$ cat config.mk
export PLATFORM = sky130hd
export DESIGN_NAME = dp_ram_burst_reader_flat
export DESIGN_NICKNAME = d
export VERILOG_FILES = /design/src/rtl/dp_ram_burst_reader_if.sv /design/src/rtl/dp_ram_burst_reader.sv /design/src/flat_wrapper.sv
export SDC_FILE = /design/constraint.sdc
export NUM_CORES = 1
export LEC_CHECK = 0
export CAP_MARGIN = 10
export CORE_MARGIN = 10
export CORE_UTILIZATION = 35
export DETAILED_ROUTE_END_ITERATION = 16
export PLACE_DENSITY = 0.65
export SYNTH_ARGS = -nofsm -noshare
export SYNTH_HDL_FRONTEND = slang
export SYNTH_SLANG_ARGS = --single-unit
$ cat constraint.sdc
create_clock -name clock -period 3.3 [get_ports clock]
set_input_delay 0.33 -clock clock [delete_from_list [all_inputs] [get_ports clock]]
set_output_delay 0.33 -clock clock [all_outputs]
set_load 0.01 [all_outputs]
$ cat src/rtl/dp_ram_burst_reader_if.sv
// Command, RAM read-port and output-stream bundle for dp_ram_burst_reader.
// Defining RD_STRIDE_EN adds the per-burst rd_stride field.
interface dp_ram_burst_reader_if #(
  parameter int AW = 16,
  parameter int DW = 32,
  parameter int LW = 16
);
  logic          start;
  logic [AW-1:0] base_addr;
  logic [LW-1:0] burst_len;
`ifdef RD_STRIDE_EN
  logic [AW-1:0] rd_stride;
`endif
  logic [AW-1:0] rdaddress;
  logic [DW-1:0] q;
  logic [DW-1:0] out_data;
  logic          out_valid;
  logic          out_ready;
  logic          busy;
  logic          done;

  modport slave (
    input  start, base_addr, burst_len, q, out_ready,
`ifdef RD_STRIDE_EN
    input  rd_stride,
`endif
    output rdaddress, out_data, out_valid, busy, done
  );

  modport master (
    output start, base_addr, burst_len, q, out_ready,
`ifdef RD_STRIDE_EN
    output rd_stride,
`endif
    input  rdaddress, out_data, out_valid, busy, done
  );
endinterface

$ cat src/rtl/dp_ram_burst_reader.sv
// Burst read controller for the fixed-latency dual-port RAM: issues addresses under FIFO credit,
// catches returned words in an output FIFO. RD_STRIDE_EN enables a per-burst address stride.
module dp_ram_burst_reader #(
  parameter int AW       = 16,
  parameter int DW       = 32,
  parameter int LW       = 16,
  parameter int RD_LAT   = 2,
  parameter int FIFO_DEP = 4
) (
  input  logic                  clock,
  input  logic                  rst,
  dp_ram_burst_reader_if.slave  bus
);
  localparam int PW = $clog2(FIFO_DEP);
  localparam int CW = PW + 2;

  typedef enum logic [1:0] {S_IDLE, S_ISSUE, S_DRAIN, S_FIN} state_t;

  state_t          r_state, w_next;
  logic [AW-1:0]   r_addr;
  logic [AW-1:0]   w_stride;
  logic [LW-1:0]   r_remain;
  logic [RD_LAT:0] r_vld_pipe;
  logic [DW-1:0]   r_mem [FIFO_DEP];
  logic [PW-1:0]   r_wp, r_rp;
  logic [PW:0]     r_cnt;
  logic            w_push, w_pop, w_load, w_issue;
  logic [CW-1:0]   w_inflight, w_occ;

`ifdef RD_STRIDE_EN
  logic [AW-1:0] r_stride;
  always_ff @(posedge clock) begin
    if (rst)         r_stride <= '0;
    else if (w_load) r_stride <= bus.rd_stride;
  end
  assign w_stride = r_stride;
`else
  assign w_stride = AW'(1);
`endif

  // Address register counts as the first latency stage, so the tail is RD_LAT edges behind it.
  always_comb begin
    w_inflight = '0;
    for (int i = 0; i <= RD_LAT; i++) w_inflight = w_inflight + CW'(r_vld_pipe[i]);
  end

  assign w_push = r_vld_pipe[RD_LAT];
  assign w_pop  = bus.out_valid && bus.out_ready;
  // Counting this cycle's pop as a free slot keeps 1 word/cycle with FIFO_DEP = RD_LAT+2.
  assign w_occ  = CW'(r_cnt) + w_inflight - CW'(w_pop);

  always_ff @(posedge clock) begin
    if (rst) r_state <= S_IDLE;
    else     r_state <= w_next;
  end

  always_comb begin
    w_next  = r_state;
    w_load  = 1'b0;
    w_issue = 1'b0;
    case (r_state)
      S_IDLE: begin
        if (bus.start) begin
          if (bus.burst_len == '0) w_next = S_FIN;
          else begin
            w_load = 1'b1;
            w_next = S_ISSUE;
          end
        end
      end
      S_ISSUE: begin
        if (r_remain == '0) w_next = S_DRAIN;
        else if (w_occ < CW'(FIFO_DEP)) begin
          w_issue = 1'b1;
          if (r_remain == LW'(1)) w_next = S_DRAIN;
        end
      end
      S_DRAIN: begin
        if (r_vld_pipe == '0 && (r_cnt == '0 || (r_cnt == (PW+1)'(1) && w_pop)))
          w_next = S_FIN;
      end
      S_FIN:   w_next = S_IDLE;
      default: w_next = S_IDLE;
    endcase
  end

  always_ff @(posedge clock) begin
    if (rst) begin
      r_addr     <= '0;
      r_remain   <= '0;
      r_vld_pipe <= '0;
    end else begin
      r_vld_pipe <= {r_vld_pipe[RD_LAT-1:0], w_load | w_issue};
      if (w_load) begin
        r_addr   <= bus.base_addr;
        r_remain <= bus.burst_len - LW'(1);
      end else if (w_issue) begin
        r_addr   <= r_addr + w_stride;
        r_remain <= r_remain - LW'(1);
      end
    end
  end

  always_ff @(posedge clock) begin
    if (w_push) r_mem[r_wp] <= bus.q;
  end

  always_ff @(posedge clock) begin
    if (rst) begin
      r_wp  <= '0;
      r_rp  <= '0;
      r_cnt <= '0;
    end else begin
      if (w_push) r_wp <= r_wp + PW'(1);
      if (w_pop)  r_rp <= r_rp + PW'(1);
      r_cnt <= r_cnt + (PW+1)'(w_push) - (PW+1)'(w_pop);
    end
  end

  assign bus.rdaddress = r_addr;
  assign bus.out_data  = r_mem[r_rp];
  assign bus.out_valid = (r_cnt != '0);
  assign bus.busy      = (r_state != S_IDLE);
  assign bus.done      = (r_state == S_FIN);
endmodule
$ cat src/flat_wrapper.sv
// flat-port wrapper written by rule: the top's interface ports become plain ports
module dp_ram_burst_reader_flat 
#(
  parameter int AW       = 16,
  parameter int DW       = 32,
  parameter int LW       = 16,
  parameter int RD_LAT   = 2,
  parameter int FIFO_DEP = 4
)
  (clock, rst, bus_start, bus_base_addr, bus_burst_len, bus_q, bus_out_ready, bus_rdaddress, bus_out_data, bus_out_valid, bus_busy, bus_done);
  dp_ram_burst_reader_if #(.AW(AW), .DW(DW), .LW(LW)) bus_i ();
  input  logic clock;
  input  logic rst;
  input wire logic [$bits(bus_i.start)-1:0] bus_start;
  input wire logic [$bits(bus_i.base_addr)-1:0] bus_base_addr;
  input wire logic [$bits(bus_i.burst_len)-1:0] bus_burst_len;
  input wire logic [$bits(bus_i.q)-1:0] bus_q;
  input wire logic [$bits(bus_i.out_ready)-1:0] bus_out_ready;
  output wire logic [$bits(bus_i.rdaddress)-1:0] bus_rdaddress;
  output wire logic [$bits(bus_i.out_data)-1:0] bus_out_data;
  output wire logic [$bits(bus_i.out_valid)-1:0] bus_out_valid;
  output wire logic [$bits(bus_i.busy)-1:0] bus_busy;
  output wire logic [$bits(bus_i.done)-1:0] bus_done;
  assign bus_i.start = bus_start;
  assign bus_i.base_addr = bus_base_addr;
  assign bus_i.burst_len = bus_burst_len;
  assign bus_i.q = bus_q;
  assign bus_i.out_ready = bus_out_ready;
  assign bus_rdaddress = bus_i.rdaddress;
  assign bus_out_data = bus_i.out_data;
  assign bus_out_valid = bus_i.out_valid;
  assign bus_busy = bus_i.busy;
  assign bus_done = bus_i.done;
  dp_ram_burst_reader #(.AW(AW), .DW(DW), .LW(LW), .RD_LAT(RD_LAT), .FIFO_DEP(FIFO_DEP)) u_core (.clock(clock), .rst(rst), .bus(bus_i));
endmodule
# Word-level counts from Yosys, hierarchy flattened
# Memories as Yosys holds them, arrays and structs flattened. A register that Yosys moved wholly into a read port is not among the register bits.
# Index checks and enable logic that the tools add are counted.
# word_totals
reg_bits,44
in_bits,68
ramBits,128
n_memories,1
output_inout_bits,51
elab_cells,64
# op_classes
n_addsub,11
reduce_logical,13
bitwise,1
order_cmp,1
eq_ne,9
muxes,21
# mem_list
name,depth,width,read_ports,rd_clocked_by_memory_dff,write_ports,line,rtl
u_core.r_mem,4,32,1,1,1,dp_ram_burst_reader.sv:24,logic [DW-1:0] r_mem [FIFO_DEP];
# ops
operator,count
16-bit two-way mux,4
16-bit zero test,2
"16-bit by 1-bit subtractor with 16-bit output, second input constant",2
"16-bit by 1-bit adder with 16-bit output, second input constant",1
"16-bit by 1-bit equality test with 1-bit output, second input constant",1
2-bit two-way mux,8
1-bit two-way mux,8
2-bit case mux with 4 select lines,1
3-bit zero test,2
"3-bit by 1-bit inequality test with 1-bit output, second input constant",2
"2-bit by 1-bit adder with 2-bit output, second input constant",2
3-bit by 4-bit adder with 4-bit output,1
4-bit by 1-bit adder with 4-bit output,1
"2-bit equality test, second input constant",2
"4-bit by 3-bit less-than comparator with 1-bit output, second input constant",1
4-bit AND reduction,1
2-bit nonzero test,2
4-bit by 1-bit subtractor with 4-bit output,1
3-bit by 1-bit adder with 3-bit output,1
"3-bit by 1-bit equality test with 1-bit output, second input constant",1
1-bit logical AND,3
3-bit nonzero test,1
3-bit by 1-bit subtractor with 3-bit output,1
1-bit by 1-bit adder with 2-bit output,1
6 further kinds,6

# Longest topological paths before layout
# Gate-level depths: netlist (run 1).
# logic_depth
word_depth,10
mapped_depth,12
ltp_nobuf,11

# Worst setup path before layout (run 1)
# OpenSTA, ideal clock, no wires.
# synth_path
kind,reg-to-reg
start,register u_core.r_cnt[1]
end,register u_core.r_addr[0] (netlist: u_core.bus.rdaddress[0])
synth_period_minus_slack_ps,3059
path_slack_ps,241
stages_incl_launch_ff,12
arrival_ps,2973
t_required_ps,3214
cell_sequence,dfxtp_1 > or3_1 > nand2_1 > or2_2 > ha_1 > a21oi_1 > a21oi_1 > nor3_1 > clkbuf_1 > nor2_1 > xnor2_1 > a211oi_1
# synth_between
elab_chain_cells,8
elab_cells_between_ends,9
# synth_rtl
element,line,rtl
from (decl),dp_ram_burst_reader.sv:26,logic [PW:0] r_cnt;
from (signal assigned),dp_ram_burst_reader.sv:116,r_cnt <= r_cnt + (PW+1)'(w_push) - (PW+1)'(w_pop);
3-bit nonzero test,dp_ram_burst_reader.sv:122,assign bus.out_valid = (r_cnt != '0);
via bus_out_valid,flat_wrapper.sv:21,output wire logic [$bits(bus_i.out_valid)-1:0] bus_out_valid;
1-bit logical AND,dp_ram_burst_reader.sv:48,assign w_pop = bus.out_valid && bus.out_ready;
4-bit by 1-bit subtractor with 4-bit output,dp_ram_burst_reader.sv:50,assign w_occ = CW'(r_cnt) + w_inflight - CW'(w_pop);
4-bit by 3-bit less-than comparator with 1-bit output,dp_ram_burst_reader.sv:73,else if (w_occ < CW'(FIFO_DEP)) begin
1-bit two-way mux,dp_ram_burst_reader.sv:73,
1-bit two-way mux,dp_ram_burst_reader.sv:72,if (r_remain == '0) w_next = S_DRAIN;
1-bit two-way mux,dp_ram_burst_reader.sv:61,case (r_state)
2-bit nonzero test (no source line),-,
to (signal assigned),dp_ram_burst_reader.sv:95,r_addr <= bus.base_addr;
to (signal assigned),dp_ram_burst_reader.sv:98,r_addr <= r_addr + w_stride;
to (decl),dp_ram_burst_reader.sv:20,logic [AW-1:0] r_addr;
# The timed path passes the listed nets, and every way through them passes these cells.
# A chain may end at the register's enable or synchronous reset.

# Worst setup path in the final report (run 1)
# layout_path
start,register u_core.r_cnt[1]
end,register u_core.r_remain[0]
# layout_between
elab_chain_cells,8
elab_cells_between_ends,9
# layout_rtl
element,line,rtl
"parallel branches: the longest is 2 deep, another holds 3-bit by 4-bit adder with 4-bit output",-,
4-bit by 1-bit subtractor with 4-bit output *,dp_ram_burst_reader.sv:50,
4-bit by 3-bit less-than comparator with 1-bit output *,dp_ram_burst_reader.sv:73,
1-bit two-way mux *,dp_ram_burst_reader.sv:73,
1-bit two-way mux *,dp_ram_burst_reader.sv:72,
1-bit two-way mux *,dp_ram_burst_reader.sv:61,
2-bit nonzero test (no source line) *,-,
to (signal assigned),dp_ram_burst_reader.sv:96,r_remain <= bus.burst_len - LW'(1);
to (signal assigned),dp_ram_burst_reader.sv:99,r_remain <= r_remain - LW'(1);
to (decl),dp_ram_burst_reader.sv:22,logic [LW-1:0] r_remain;
# Every way passes the cells marked *.

==> flow_metrics.env, run 1 <==
export IMPL_num_fill_cells=1871
export IMPL_avgSynthCellArea_um2=14.42
export IMPL_worst_ep_required_time_ns=3.62
export IMPL_initialDrtViolationCount=286
export IMPL_final_area_um2=9789
export IMPL_grt_util_all_layers_pct=11.95
export IMPL_skew_ns=0.01005
export IMPL_clk_latency_ns=0.43
export IMPL_seqPwrFrac_pct=38.8
export IMPL_path_clk_slew_ns=0.07
export IMPL_slowest_delay_ns=0.41
export IMPL_boundaryPins=119
export IMPL_arrival_ns=3.26
export IMPL_clockBufferDepth=2
export IMPL_root_buffer="clkbuf_16"
export IMPL_drc=0
export IMPL_maxSlewHeadroom_pct=40.35
export IMPL_rsz0062_at_grt="no"
export IMPL_synthTopCellsByArea="edfxtp_1 50%, dfxtp_1 12%, mux4_2 9.4%"
export IMPL_post_cts_resized=0
export IMPL_start_kind="register"
export IMPL_synthArstFlopShare_pct=0
export IMPL_netlist_instances=529
export IMPL_power_leakage_nw=3.189
export IMPL_cts_tree="built"
export IMPL_syn2layout_area_growth_pct=28.30
export IMPL_avgViaCountPerCell=5.037
export IMPL_io_buffers=118
export IMPL_outcome="finished, final reports clean"
export IMPL_synth_enable_flop_cells=128
export IMPL_wl_um=16680
export IMPL_dr_pass1_iters=4
export IMPL_register_area_um2=4767
export IMPL_initial_core_util_pct=35.96
export IMPL_path_class="reg2reg"
export IMPL_end_kind="register"
export IMPL_nNetsFinal=742
export IMPL_ys_flop_type="edfxtp_1"
export IMPL_antenna_found_initial=0
export IMPL_setup_viol=0
export IMPL_path_max_fanout=16
export IMPL_h_tree_depth=4
export IMPL_vias=4735
export IMPL_postPlaceCellArea_um2=9155
export IMPL_grt_overflow_total=0
export IMPL_drv_cap=0
export IMPL_hold_viol=0
export IMPL_die_h_um=167.6
export IMPL_ys_ff_latch=174
export IMPL_grt_pass1_vias=4983
export IMPL_hp_class="reg2reg"
export IMPL_clockPowerShare_pct=29.4
export IMPL_setup_tns_ns=0
export IMPL_insertedDiodeCount=0
export IMPL_postCtsHoldBufs=0
export IMPL_ant_nets=0
export IMPL_cts_made_buffers=17
export IMPL_worstMarginPinSlew_ns=0.8919
export IMPL_post_cts_buffers=0
export IMPL_ir_worst_vdd_uv=313.4
export IMPL_period_needed_ns=2.937
export IMPL_fmaxAchievable_mhz=340.4
export IMPL_swShare_pct=31.89
export IMPL_synth_nets=619
export IMPL_hpwl_um=11470
export IMPL_intPower_mw=4.889
export IMPL_synth_distinct_cells=50
export IMPL_place_congestion=0.8305
export IMPL_p_sw_mw=2.289
export IMPL_wl_per_cell_um=17.74
export IMPL_grt_pass1_wl_um=27010
export IMPL_power_per_cell_area_nw_per_um2=733.2
export IMPL_dieArea_um2=28100
export IMPL_grt_max_degree=67
export IMPL_ys_warn_count=0
export IMPL_multiInputGateArea_um2=2688
export IMPL_crit_top_cell="buf_4"
export IMPL_drive_above_1_share_pct=14.29
export IMPL_path_cells="or3_1, nand2_1, buf_4, o21bai_1, ha_1, nand3_1, and3_1, nor3_2, buf_4, nor2_1, xnor2_1, a211oi_1"
export IMPL_synth_top_area_share_pct=50.38
export IMPL_combPwrFrac_pct=31.9
export IMPL_synth_seq_area_share_pct=62.45
export IMPL_syn_area_um2=7630
export IMPL_post_route_period_util_pct=89.01
export IMPL_die_w_um=167.6
export IMPL_core_area_um2=21220
export IMPL_finalMaxSlewViolations=0
export IMPL_rows=53
export IMPL_synth_largest_area_cell="edfxtp_1"
export IMPL_cp_slowest_cell="or3_1"
export IMPL_clkSinkCount=174
-- cells in the mapped netlist (all sizes together) (13+ instances only) --
library cell and instances:
nor3 17, clkbuf 13, mux4 32, nand2 20
edfxtp 128, dfxtp 46, a211oi 30, nor4 13
nor2 55, xnor2 39, inv 18, ha 21
-- path summary, 6_finish.rpt --
kind | from | to | slack, ns | cells after the start
setup / recovery | u_core.r_cnt[1]$_SDFF_PP0_ | u_core.r_remain[0]$_SDFFE_PP0P_ | 0.36 | 12
hold / removal | u_core.r_vld_pipe[0]$_SDFF_PP0_ | u_core.r_vld_pipe[1]$_SDFF_PP0_ | 0.47 | 2
setup reg to reg | u_core.r_cnt[1]$_SDFF_PP0_ | u_core.r_remain[0]$_SDFFE_PP0P_ | 0.36 | 12
hold reg to reg | u_core.r_vld_pipe[0]$_SDFF_PP0_ | u_core.r_vld_pipe[1]$_SDFF_PP0_ | 0.47 | 2
-- cell usage in the layout (no fill, tap or decap), types with 3 or more instances in the layout --
master / count
a211oi_1: 24
a211oi_2: 6
a21oi_1: 3
a311oi_1: 3
and2_2: 4
and3_1: 6
buf_4: 9
clkbuf_16: 17
clkdlybuf4s50_1: 118
dfxtp_1: 44
edfxtp_1: 128
ha_1: 21
inv_1: 18
inv_8: 8
mux4_2: 32
nand2_1: 20
nand3_1: 11
nand4b_1: 3
nor2_1: 55
nor3_1: 15
nor3b_1: 5
nor4_1: 12
nor4b_1: 3
o21ai_0: 3
or3_1: 8
xnor2_1: 39
xor2_1: 9
-- kinds of logic after synthesis --
logic type      synth area share (%)
compound gates                 5.133
xor+xnor                       5.510
fa+ha+maj                      3.706
buf+inv                        2.460
flops                          62.45
mux                            9.577
simple gates                   11.17
-- metrics by stage --
stage                     setup WS, ns  util (%)  power, mW  hold WS (ns)  instances
after floorplan                 0.2413         -      4.187        0.4289        529
final                           0.3626     46.13      7.178        0.4650        940
after CTS                       0.3468     46.13      7.269        0.4665        940
after global routing            0.1698     46.13      7.578        0.4958        940
after global placement          0.2656     43.14      5.093        0.4526        908
after detailed placement        0.1922     43.14      5.133        0.4585        908
-- worst max-delay path, delay by kind of cell (launching register included) --
family	cells	cell delay (ns)
adders and majority gates	1	0.28
buffers and inverters	2	0.42
xor gates and xnor gates	1	0.15
and+or+nand+nor	6	1.33
DFF	1	0.37
AOI/OAI and AO/OA	2	0.28
-- power groups by stage --
| stage | clock network [mW] | logic (mW) | registers (mW) |
|---|---|---|---|
| 6_report | 2.11 | 2.29 | 2.78 |
| 5_1_grt | 2.25 | 2.51 | 2.82 |
| 3_3_place_gp | 0 | 2.27 | 2.82 |
| 3_5_place_dp | 0 | 2.30 | 2.83 |
| 4_1_cts | 2.16 | 2.32 | 2.79 |
| 2_1_floorplan | 0 | 1.44 | 2.74 |
-- layer usage --
layer | routed length (um) | vias up | GRT usage, %
met5 | 0 | - | 0
met4 | 131 | 0 | 3.142
met3 | 1178 | 11 | 4.424
met2 | 7915 | 146 | 19.44
met1 | 7449 | 2311 | 14.65
li1 | - | 2267 | -
-- registers in the layout, indices dropped and copies added (netlist names), named ones only --
signal / cells
u_core.r_remain: 16
u_core.r_state: 2
u_core.r_vld_pipe: 3
u_core.bus.rdaddress: 16
u_core.r_rp: 2
u_core.r_mem: 128
u_core.r_wp: 2
u_core.r_cnt: 3
-- layout make-up --
type | instances | area share (%)
Multi-Input combinational cell | 312 | 27.45
Timing Repair Buffer | 129 | 13.16
Tap cell | 275 | 3.515
Sequential cell | 174 | 48.70
Clock inverter | 15 | 2.134
Clock buffer | 17 | 4.346
Inverter | 18 | 0.6902
Note: power is estimated with default switching activity, not from simulation.
==> run 2, diff against run 1 <==
--- a/config.mk
+++ b/config.mk
@@ -7,9 +7,9 @@
 export LEC_CHECK = 0
 export CAP_MARGIN = 10
 export CORE_MARGIN = 10
-export CORE_UTILIZATION = 35
+export CORE_UTILIZATION = 40
 export DETAILED_ROUTE_END_ITERATION = 16
-export PLACE_DENSITY = 0.65
+export PLACE_DENSITY = 0.71
 export SYNTH_ARGS = -nofsm -noshare
 export SYNTH_HDL_FRONTEND = slang
 export SYNTH_SLANG_ARGS = --single-unit
==> constraint.sdc (replaced) <==
create_clock -name clock -period 3.4 [get_ports clock]
set_input_delay 0.34 -clock clock [delete_from_list [all_inputs] [get_ports clock]]
set_output_delay 0.34 -clock clock [all_outputs]
set_load 0.01 [all_outputs]
==> flow_metrics.env, run 2 (synthesis results as in run 1) <==
export IMPL_outcome="finished, final reports clean"
export IMPL_rrSetupSlack_ns=0.34
export IMPL_initial_core_util_pct=40.79
export IMPL_maxSlewHeadroom_pct=26.43
export IMPL_path_class="reg2reg"
export IMPL_dieArea_um2=25000
export IMPL_vias=4771
export IMPL_die_w_um=158.1
export IMPL_skew_ns=0.007645
export IMPL_boundaryPins=119
export IMPL_wl_um=16370
export IMPL_fmaxAchievable_mhz=326.5
export IMPL_path_max_fanout=22
export IMPL_place_congestion=0.8091
export IMPL_setup_tns_ns=0
export IMPL_hp_class="reg2reg"
export IMPL_min_delay_start="u_core.r_vld_pipe[0]$_SDFF_PP0_"
export IMPL_core_area_um2=18710
export IMPL_hpwl_um=11170
export IMPL_largest_register_ffs=128
export IMPL_antenna_found_initial=1
export IMPL_cts_made_buffers=17
export IMPL_r2r_end="u_core.r_remain[0]$_SDFFE_PP0P_"
export IMPL_finalMaxSlewViolations=0
export IMPL_initialDrtViolationCount=348
export IMPL_worstMarginPinSlew_ns=1.100
export IMPL_setup_viol=0
export IMPL_final_cell_mix="128 x edfxtp_1, 118 x clkdlybuf4s50_1, 55 x nor2_1"
export IMPL_ir_worst_vdd_uv=431.0
export IMPL_clk_latency_ns=0.42
export IMPL_clkSinkCount=174
export IMPL_rsz0062_at_grt="no"
export IMPL_grt_pass1_wl_um=26210
export IMPL_largest_register="u_core.r_mem"
export IMPL_insertedDiodeCount=0
export IMPL_finalPower_mw=6.837
export IMPL_root_buffer="clkbuf_16"
export IMPL_startpoint="u_core.r_cnt[2]$_SDFF_PP0_"
export IMPL_rr_worst_depth=12
export IMPL_grt_overflow_total=0
export IMPL_start_kind="register"
export IMPL_io_buffers=118
export IMPL_cts_tree="built"
export IMPL_post_cts_resized=0
export IMPL_power_leakage_nw=3.146
export IMPL_crit_end="u_core.r_remain[0]$_SDFFE_PP0P_"
export IMPL_hold_viol=0
export IMPL_drv_cap=0
export IMPL_end_kind="register"
export IMPL_fin_ws_ns=0.3374
export IMPL_nNetsFinal=737
export IMPL_rows=50
export IMPL_grt_util_all_layers_pct=13.39
export IMPL_arrival_ns=3.38
export IMPL_drc=0
export IMPL_syn2layout_area_growth_pct=26.70
export IMPL_power_per_cell_area_nw_per_um2=707.2
export IMPL_post_route_period_util_pct=90.08
export IMPL_detailedPlace_worstSlack_ns=0.2082
export IMPL_final_common_cell="edfxtp_1"
export IMPL_clockBufferDepth=2
export IMPL_postCtsHoldBufs=0
export IMPL_drive_above_1_share_pct=13.33
export IMPL_grt_pass1_vias=4966
export IMPL_wl_per_cell_um=18.31
export IMPL_dr_pass1_iters=4
export IMPL_avgViaCountPerCell=5.337
export IMPL_ant_nets=0
export IMPL_h_tree_depth=4
export IMPL_period_needed_ns=3.063
export IMPL_path_clk_slew_ns=0.07
export IMPL_die_h_um=158.1
export IMPL_grt_max_degree=67
export IMPL_worst_ep_required_time_ns=3.72
export IMPL_worstReg2RegStart="u_core.r_cnt[2]$_SDFF_PP0_"
export IMPL_post_cts_buffers=0
-- run 2: cell count changes in the layout (fill, tap and decap cells not counted), sizes merged --
cell	previous run	this run
clkbuf	17	18
buf	11	6
clkinvlp	0	1
inv	27	26
clkinv	4	3
-- run 2: worst min-delay path by stage --
stage,to,cells after the start
after global routing,u_core.r_vld_pipe[1]$_SDFF_PP0_,2
after global placement,u_core.r_vld_pipe[2]$_SDFF_PP0_,2
after floorplan,u_core.r_vld_pipe[2]$_SDFF_PP0_,2
final,u_core.r_vld_pipe[1]$_SDFF_PP0_,2
after detailed placement,u_core.r_vld_pipe[2]$_SDFF_PP0_,2
after CTS,u_core.r_vld_pipe[1]$_SDFF_PP0_,2
-- run 2: area by class of cell --
type | instances | area (um2)
repair buffers | 124 | 1251
multi-input cells | 312 | 2688
clock inverters | 14 | 171.4
well taps | 234 | 292.8
flip-flops and latches | 174 | 4767
clock buffers | 18 | 429.2
fillers | 1546 | 9039
inverters | 18 | 67.56
-- run 2: layer usage --
metal  track usage (%)  share of wire (%)  vias to the layer above
li1                  -                  -                     2250
met1             16.61                 44                     2341
met2             21.62                 48                      159
met3             4.966                7.7                       19
met4             3.441               0.96                        2
met5                 0              0.055                        -
-- run 2: stage by stage --
stage	cell area [um2]	util [%]	hold WS (ns)	cells
after detailed placement	9066	48.47	0.4595	862
after global placement	9066	48.47	0.4522	862
after floorplan	7630	-	0.4377	529
final	9667	51.68	0.4722	894
after global routing	9667	51.68	0.5071	894
after CTS	9667	51.68	0.4786	894
-- run 2: worst max-delay path: stages (launching register included) --
cell,delay (ns)
dfxtp_1,0.35
or3_1,0.44
nand2_1,0.11
buf_4,0.13
o21bai_1,0.06
ha_1,0.27
nand3_1,0.10
and3_1,0.18
nor3_2,0.40
buf_4,0.34
nor2_1,0.16
xnor2_1,0.16
a211oi_1,0.24
-- run 2: where the power goes --
group,switching (mW),leakage [nW],internal [mW]
clock,0.861,0.293,1.11
sequential,0.206,1.53,2.46
combinational,1.09,1.32,1.11
total,2.15,3.15,4.68
==> run 3, diff against run 2 <==
--- a/config.mk
+++ b/config.mk
@@ -9,6 +9,7 @@
 export CORE_MARGIN = 10
 export CORE_UTILIZATION = 40
 export DETAILED_ROUTE_END_ITERATION = 16
+export GPL_ROUTABILITY_DRIVEN = 0
 export PLACE_DENSITY = 0.71
 export SYNTH_ARGS = -nofsm -noshare
 export SYNTH_HDL_FRONTEND = slang
==> results of run 3 <==
Same layout as run 2: the final DEF is identical, and so are final timing and power.
